===== src/rtl/gpio_pkg.sv =====
// Shared register-map constants for the GPIO controller family.
package gpio_pkg;

    localparam int GPIO_AW = 4;

    localparam logic [GPIO_AW-1:0] GPIO_DATA       = 4'd0;
    localparam logic [GPIO_AW-1:0] GPIO_DIR        = 4'd1;
    localparam logic [GPIO_AW-1:0] GPIO_PIN        = 4'd2;
    localparam logic [GPIO_AW-1:0] GPIO_SET        = 4'd3;
    localparam logic [GPIO_AW-1:0] GPIO_CLR        = 4'd4;
    localparam logic [GPIO_AW-1:0] GPIO_TGL        = 4'd5;
    localparam logic [GPIO_AW-1:0] GPIO_RISE_EN    = 4'd6;
    localparam logic [GPIO_AW-1:0] GPIO_FALL_EN    = 4'd7;
    localparam logic [GPIO_AW-1:0] GPIO_IRQ_EN     = 4'd8;
    localparam logic [GPIO_AW-1:0] GPIO_IRQ_STATUS = 4'd9;

endpackage


===== src/rtl/gpio_sync_edge.sv =====
// Multi-stage synchroniser for the asynchronous pin inputs, plus raw
// (unmasked) edge detection against the previous synchronised sample.
module gpio_sync_edge #(
    parameter int WIDTH       = 32,
    parameter int SYNC_STAGES = 2
) (
    input  logic             clk,
    input  logic             resetn,
    input  logic [WIDTH-1:0] pins,
    output logic [WIDTH-1:0] sync_in,
    output logic [WIDTH-1:0] rise_raw,
    output logic [WIDTH-1:0] fall_raw
);

    logic [WIDTH-1:0] stages [SYNC_STAGES];
    logic [WIDTH-1:0] prev_in;

    // Shift the pins through the synchroniser chain and keep one delayed copy
    // of the last stage for edge detection.
    always_ff @(posedge clk) begin
        if (!resetn) begin
            for (int i = 0; i < SYNC_STAGES; i++) begin
                stages[i] <= '0;
            end
            prev_in <= '0;
        end else begin
            stages[0] <= pins;
            for (int i = 1; i < SYNC_STAGES; i++) begin
                stages[i] <= stages[i-1];
            end
            prev_in <= stages[SYNC_STAGES-1];
        end
    end

    assign sync_in  = stages[SYNC_STAGES-1];
    assign rise_raw = sync_in & ~prev_in;
    assign fall_raw = ~sync_in & prev_in;

endmodule


===== src/rtl/gpio_ctrl_irq.sv =====
// Parametrised GPIO controller: data/direction registers with atomic
// SET/CLR/TGL, synchronised pin readback, per-pin edge capture into a sticky
// W1C status register and a single level interrupt.
module gpio_ctrl_irq
    import gpio_pkg::*;
#(
    parameter int WIDTH       = 32,
    parameter int SYNC_STAGES = 2
) (
    input  logic               clk,
    input  logic               resetn,
    input  logic               sel,
    input  logic               wr_en,
    input  logic               rd_en,
    input  logic [GPIO_AW-1:0] addr,
    input  logic [31:0]        wdata,
    output logic [31:0]        rdata,
    output logic [WIDTH-1:0]   gpio_out,
    input  logic [WIDTH-1:0]   gpio_in,
    output logic               irq
);

    logic [WIDTH-1:0] data_q;
    logic [WIDTH-1:0] dir_q;
    logic [WIDTH-1:0] rise_en_q;
    logic [WIDTH-1:0] fall_en_q;
    logic [WIDTH-1:0] irq_en_q;
    logic [WIDTH-1:0] irq_status_q;

    logic [WIDTH-1:0] sync_in;
    logic [WIDTH-1:0] rise_raw;
    logic [WIDTH-1:0] fall_raw;
    logic [WIDTH-1:0] rise;
    logic [WIDTH-1:0] fall;
    logic [WIDTH-1:0] w1c_mask;
    logic [WIDTH-1:0] wd;
    logic [WIDTH-1:0] pin_val;
    logic [31:0]      rd_mux;
    logic             wr;
    logic             rd;
    logic             unused_wdata;

    gpio_sync_edge #(
        .WIDTH       (WIDTH),
        .SYNC_STAGES (SYNC_STAGES)
    ) u_sync_edge (
        .clk      (clk),
        .resetn   (resetn),
        .pins     (gpio_in),
        .sync_in  (sync_in),
        .rise_raw (rise_raw),
        .fall_raw (fall_raw)
    );

    assign wr = sel & wr_en;
    assign rd = sel & rd_en;
    // Bits above WIDTH are simply dropped.
    assign wd = wdata[WIDTH-1:0];
    assign unused_wdata = ^wdata;

    // Pins driven as outputs never raise status.
    assign rise     = rise_raw & ~dir_q & rise_en_q;
    assign fall     = fall_raw & ~dir_q & fall_en_q;
    assign w1c_mask = (wr && addr == GPIO_IRQ_STATUS) ? wd : '0;
    assign pin_val  = (data_q & dir_q) | (sync_in & ~dir_q);
    assign irq      = |(irq_status_q & irq_en_q);

    // Software-visible configuration and data registers.
    always_ff @(posedge clk) begin
        if (!resetn) begin
            data_q    <= '0;
            dir_q     <= '0;
            rise_en_q <= '0;
            fall_en_q <= '0;
            irq_en_q  <= '0;
        end else if (wr) begin
            case (addr)
                GPIO_DATA:    data_q    <= wd;
                GPIO_DIR:     dir_q     <= wd;
                GPIO_SET:     data_q    <= data_q | wd;
                GPIO_CLR:     data_q    <= data_q & ~wd;
                GPIO_TGL:     data_q    <= data_q ^ wd;
                GPIO_RISE_EN: rise_en_q <= wd;
                GPIO_FALL_EN: fall_en_q <= wd;
                GPIO_IRQ_EN:  irq_en_q  <= wd;
                default: ;
            endcase
        end
    end

    // Sticky status: a hardware edge in the same cycle beats a W1C of that bit.
    always_ff @(posedge clk) begin
        if (!resetn) begin
            irq_status_q <= '0;
        end else begin
            irq_status_q <= (irq_status_q & ~w1c_mask) | rise | fall;
        end
    end

    // Registered pin drive.
    always_ff @(posedge clk) begin
        if (!resetn) begin
            gpio_out <= '0;
        end else begin
            gpio_out <= data_q & dir_q;
        end
    end

    // Read mux on pre-write register values; write-only and unmapped read 0.
    always_comb begin
        rd_mux = '0;
        case (addr)
            GPIO_DATA:       rd_mux = 32'(data_q);
            GPIO_DIR:        rd_mux = 32'(dir_q);
            GPIO_PIN:        rd_mux = 32'(pin_val);
            GPIO_RISE_EN:    rd_mux = 32'(rise_en_q);
            GPIO_FALL_EN:    rd_mux = 32'(fall_en_q);
            GPIO_IRQ_EN:     rd_mux = 32'(irq_en_q);
            GPIO_IRQ_STATUS: rd_mux = 32'(irq_status_q);
            default:         rd_mux = '0;
        endcase
    end

    // Read data register holds between read strobes.
    always_ff @(posedge clk) begin
        if (!resetn) begin
            rdata <= '0;
        end else if (rd) begin
            rdata <= rd_mux;
        end
    end

endmodule


===== config.mk =====
export PLATFORM = sky130hd
export DESIGN_NAME = gpio_ctrl_irq
export DESIGN_NICKNAME = d
export VERILOG_FILES = /design/src/rtl/gpio_pkg.sv /design/src/rtl/gpio_sync_edge.sv /design/src/rtl/gpio_ctrl_irq.sv
export SDC_FILE = /design/constraint.sdc
export NUM_CORES = 1
export LEC_CHECK = 0
export ABC_AREA = 0
export CORE_UTILIZATION = 50
export DETAILED_ROUTE_END_ITERATION = 10
export GPL_ROUTABILITY_DRIVEN = 0
export PLACE_DENSITY = 0.79
export SLEW_MARGIN = 20
export SYNTH_ARGS = -nofsm -noshare
export SYNTH_HDL_FRONTEND = slang
export SYNTH_SLANG_ARGS = --single-unit
export TNS_END_PERCENT = 10

===== constraint.sdc =====
create_clock -name clk -period 1.9 [get_ports clk]
set_input_delay 0.38 -clock clk [delete_from_list [all_inputs] [get_ports clk]]
set_output_delay 0.38 -clock clk [all_outputs]
set_load 0.05 [all_outputs]

==> impl_metrics.env <==
export IMPL_place_ws_ps=-577
export IMPL_syn2layout_area_growth_pct=25.3
export IMPL_layout_common_cells="351 x dfxtp_1, 273 x nand2_1, 228 x buf_4, 163 x a21oi_1, 125 x and2_1"
export IMPL_drive_above_1_share=0.197
export IMPL_skew_ps=7.99
export IMPL_syn_nets=1898
export IMPL_clkTransAtPathRegs_ps=60
export IMPL_ys_async_sr_fraction=0
export IMPL_dieWidth_microns=181
export IMPL_critical_path_class="reg -> out"
export IMPL_setup_slack_ps=-487
export IMPL_syn_inst=1761
export IMPL_viasPerCell=6.11
export IMPL_cts_made_buffers=37
export IMPL_ys_seq_area_frac=0.441
export IMPL_clkSinkCount=352
export IMPL_vias=14795
export IMPL_core_sq_um=31500
export IMPL_final_antenna_net_count=0
export IMPL_synth_warning_count=0
export IMPL_wirelength_microns=52600
export IMPL_yosysTopAreaCell="dfxtp_1"
export IMPL_worst_slew_pin_slew_ps=748
export IMPL_hp_class="reg -> reg"
export IMPL_hold_buffers=0
export IMPL_path_max_fanout=3
export IMPL_p_leak_nw=7.97
export IMPL_synth_area_leaders="dfxtp_1 44%, nand2_1 6.4%, a21oi_1 5.1%"
export IMPL_ir_drop_uv=743
export IMPL_rsz0062_at_grt="true"
export IMPL_synth_top_area_share=0.441
export IMPL_fp_dieH_microns=181
export IMPL_slew_viol_final=0
export IMPL_pin_count=138
export IMPL_cts_tree="done"
export IMPL_setup_violations=1
export IMPL_max_slew_margin=0.499
export IMPL_postCtsSetupBuffers=0
export IMPL_dpl_cell_area_sq_um=18800
export IMPL_final_common_cell="dfxtp_1"
export IMPL_hold_viol_final=0
export IMPL_track_usage=0.316
export IMPL_cts_root_buf="clkbuf_16"
export IMPL_pwr_density_cell_nw_per_um2=807
export IMPL_hpwl_microns=35700
export IMPL_clockBufferDepth=3
export IMPL_grt_pass1_vias=14391
export IMPL_syn_cell_area_sq_um=16000
export IMPL_overflow=0
export IMPL_io_buffer_count=137
export IMPL_ys_types=59
export IMPL_drt_pass1_iter_count=6
export IMPL_grt_max_degree=112
export IMPL_post_drt_wl_per_cell_microns=21.7
export IMPL_die_area_sq_um=32700
export IMPL_crit_path_start_kind="flip-flop"
export IMPL_start_util=0.508
export IMPL_drt_iter0_drc=1621
export IMPL_stdcell_area_sq_um=20000
export IMPL_insertedDiodeCount=0
export IMPL_nets=2131
export IMPL_fin_cells=2420
export IMPL_grt_pass1_wl_microns=80900
export IMPL_synth_edff_count=0
export IMPL_avgSynthCellArea_sq_um=9.08
export IMPL_crit_arrival_ps=2010
export IMPL_rows=65
export IMPL_crit_path_end_kind="primary output"
export IMPL_htree_levels=2
export IMPL_max_cap_violations=0
export IMPL_ys_ff_latch=352
export IMPL_final_core_util=0.637
export IMPL_drc=0
export IMPL_dp_cells=2357
export IMPL_clkLatencyLatePin_ps=520
export IMPL_fmax_mhz=419
export IMPL_grt_antenna_before_repair=1
export IMPL_post_layout_total_power_mw=16.2
export IMPL_worst_ep_required_time_ps=1520
export IMPL_period_minus_slack_ps=2390
export IMPL_synth_main_ff_cell="dfxtp_1"
export IMPL_status="finished, violations left"
export IMPL_violations="setup timing"
export IMPL_fin_crit_sh=1.26
[cell type report]
class | count | area, sq um
fill | 2496 | 11400
timing repair buffer | 322 | 2780
sequential | 352 | 7050
tap | 402 | 503
clock buffer | 48 | 1050
multi-input combinational | 1203 | 8210
clock inverter | 15 | 156
inverter | 78 | 295
[Yosys cell counts (all sizes together), types with 3 or more instances]
cell / count
ha: 64
or4b: 3
a21boi: 34
o2bb2ai: 27
inv: 78
o21ai: 10
and3b: 10
nand2b: 14
nor4b: 4
nand3: 17
a22oi: 61
o21a: 32
dfxtp: 352
nor3b: 8
and2: 126
o211ai: 19
a32o: 3
nand4: 12
a32oi: 27
nand4b: 4
nand2: 273
or4bb: 3
and3: 26
nor3: 15
a21oi: 164
mux2: 54
a22o: 58
nand3b: 71
buf: 44
nor2b: 7
nor2: 4
a221o: 27
clkbuf: 84
or2: 4
[routing by layer]
| metal | part of all wire | routed length (microns) | global-route usage |
|---|---|---|---|
| met4 | 0.053 | 2800 | 0.165 |
| met5 | 0 | 0 | 0 |
| met2 | 0.43 | 22800 | 0.488 |
| met3 | 0.11 | 6000 | 0.0613 |
| met1 | 0.40 | 20900 | 0.418 |
[critical path, stage by stage (launching register included)]
cell and delay [ps]:
dfxtp_1 350, a22oi_1 210, nand4_1 240, or4_4 520, buf_6 180
[flip-flops by register name (all words and copies together), names as in the netlist]
signal	cells
u_sync_edge.stages	64
dir_q	32
u_sync_edge.prev_in	32
rise_en_q	32
fall_en_q	32
irq_status_q	32
data_q	32
rdata	32
irq_en_q	32
gpio_out	32
[worst paths after layout]
path         depth (start not counted)  slack, ps                     start                         to
min                                  1        430  u_sync_edge.stages[0][7]  u_sync_edge.stages[0][39]
min reg2reg                          1        430  u_sync_edge.stages[0][7]  u_sync_edge.stages[0][39]
max reg2reg                          6        200                 data_q[9]                  data_q[9]
max                                  4       -490          irq_status_q[25]                        irq
[power by group]
| group | switching [mW] | internal, mW | leakage [nW] | total [mW] |
|---|---|---|---|---|
| Clock | 2.92 | 4.28 | 0.603 | 7.20 |
| Combinational | 0.766 | 0.612 | 4.52 | 1.38 |
| Sequential | 0.0960 | 7.50 | 2.85 | 7.60 |
| Total | 3.78 | 12.4 | 7.97 | 16.2 |
[repair_timing]
item,4_1_cts,5_1_grt
pin swaps,3,1
endpoints found under the setup margin,53,2
resized for setup,16,5
[kinds of logic (layout without fill, tap and decap cells)]
group                    after synthesis  in the layout  share of synthesized area
AO/OA/AOI/OAI                        470            470                      0.207
buffers and inverters                206            463                     0.0541
adder cells (fa/ha/maj)               64             64                     0.0501
XOR/XNOR                               2              2                    0.00110
multiplexers                          56             56                     0.0393
AND/OR/NAND/NOR                      611            611                      0.208
flip-flops                           352            352                      0.441
[stage by stage]
stage | TNS [ps] | hold slack (ps)
floorplan | 0 | 412
global placement | -89660 | 416
detailed placement | -102930 | 417
CTS | -470 | 421
global route | -508 | 441
finish | -487 | 430
No activity file was read; power rests on OpenSTA's default activity.
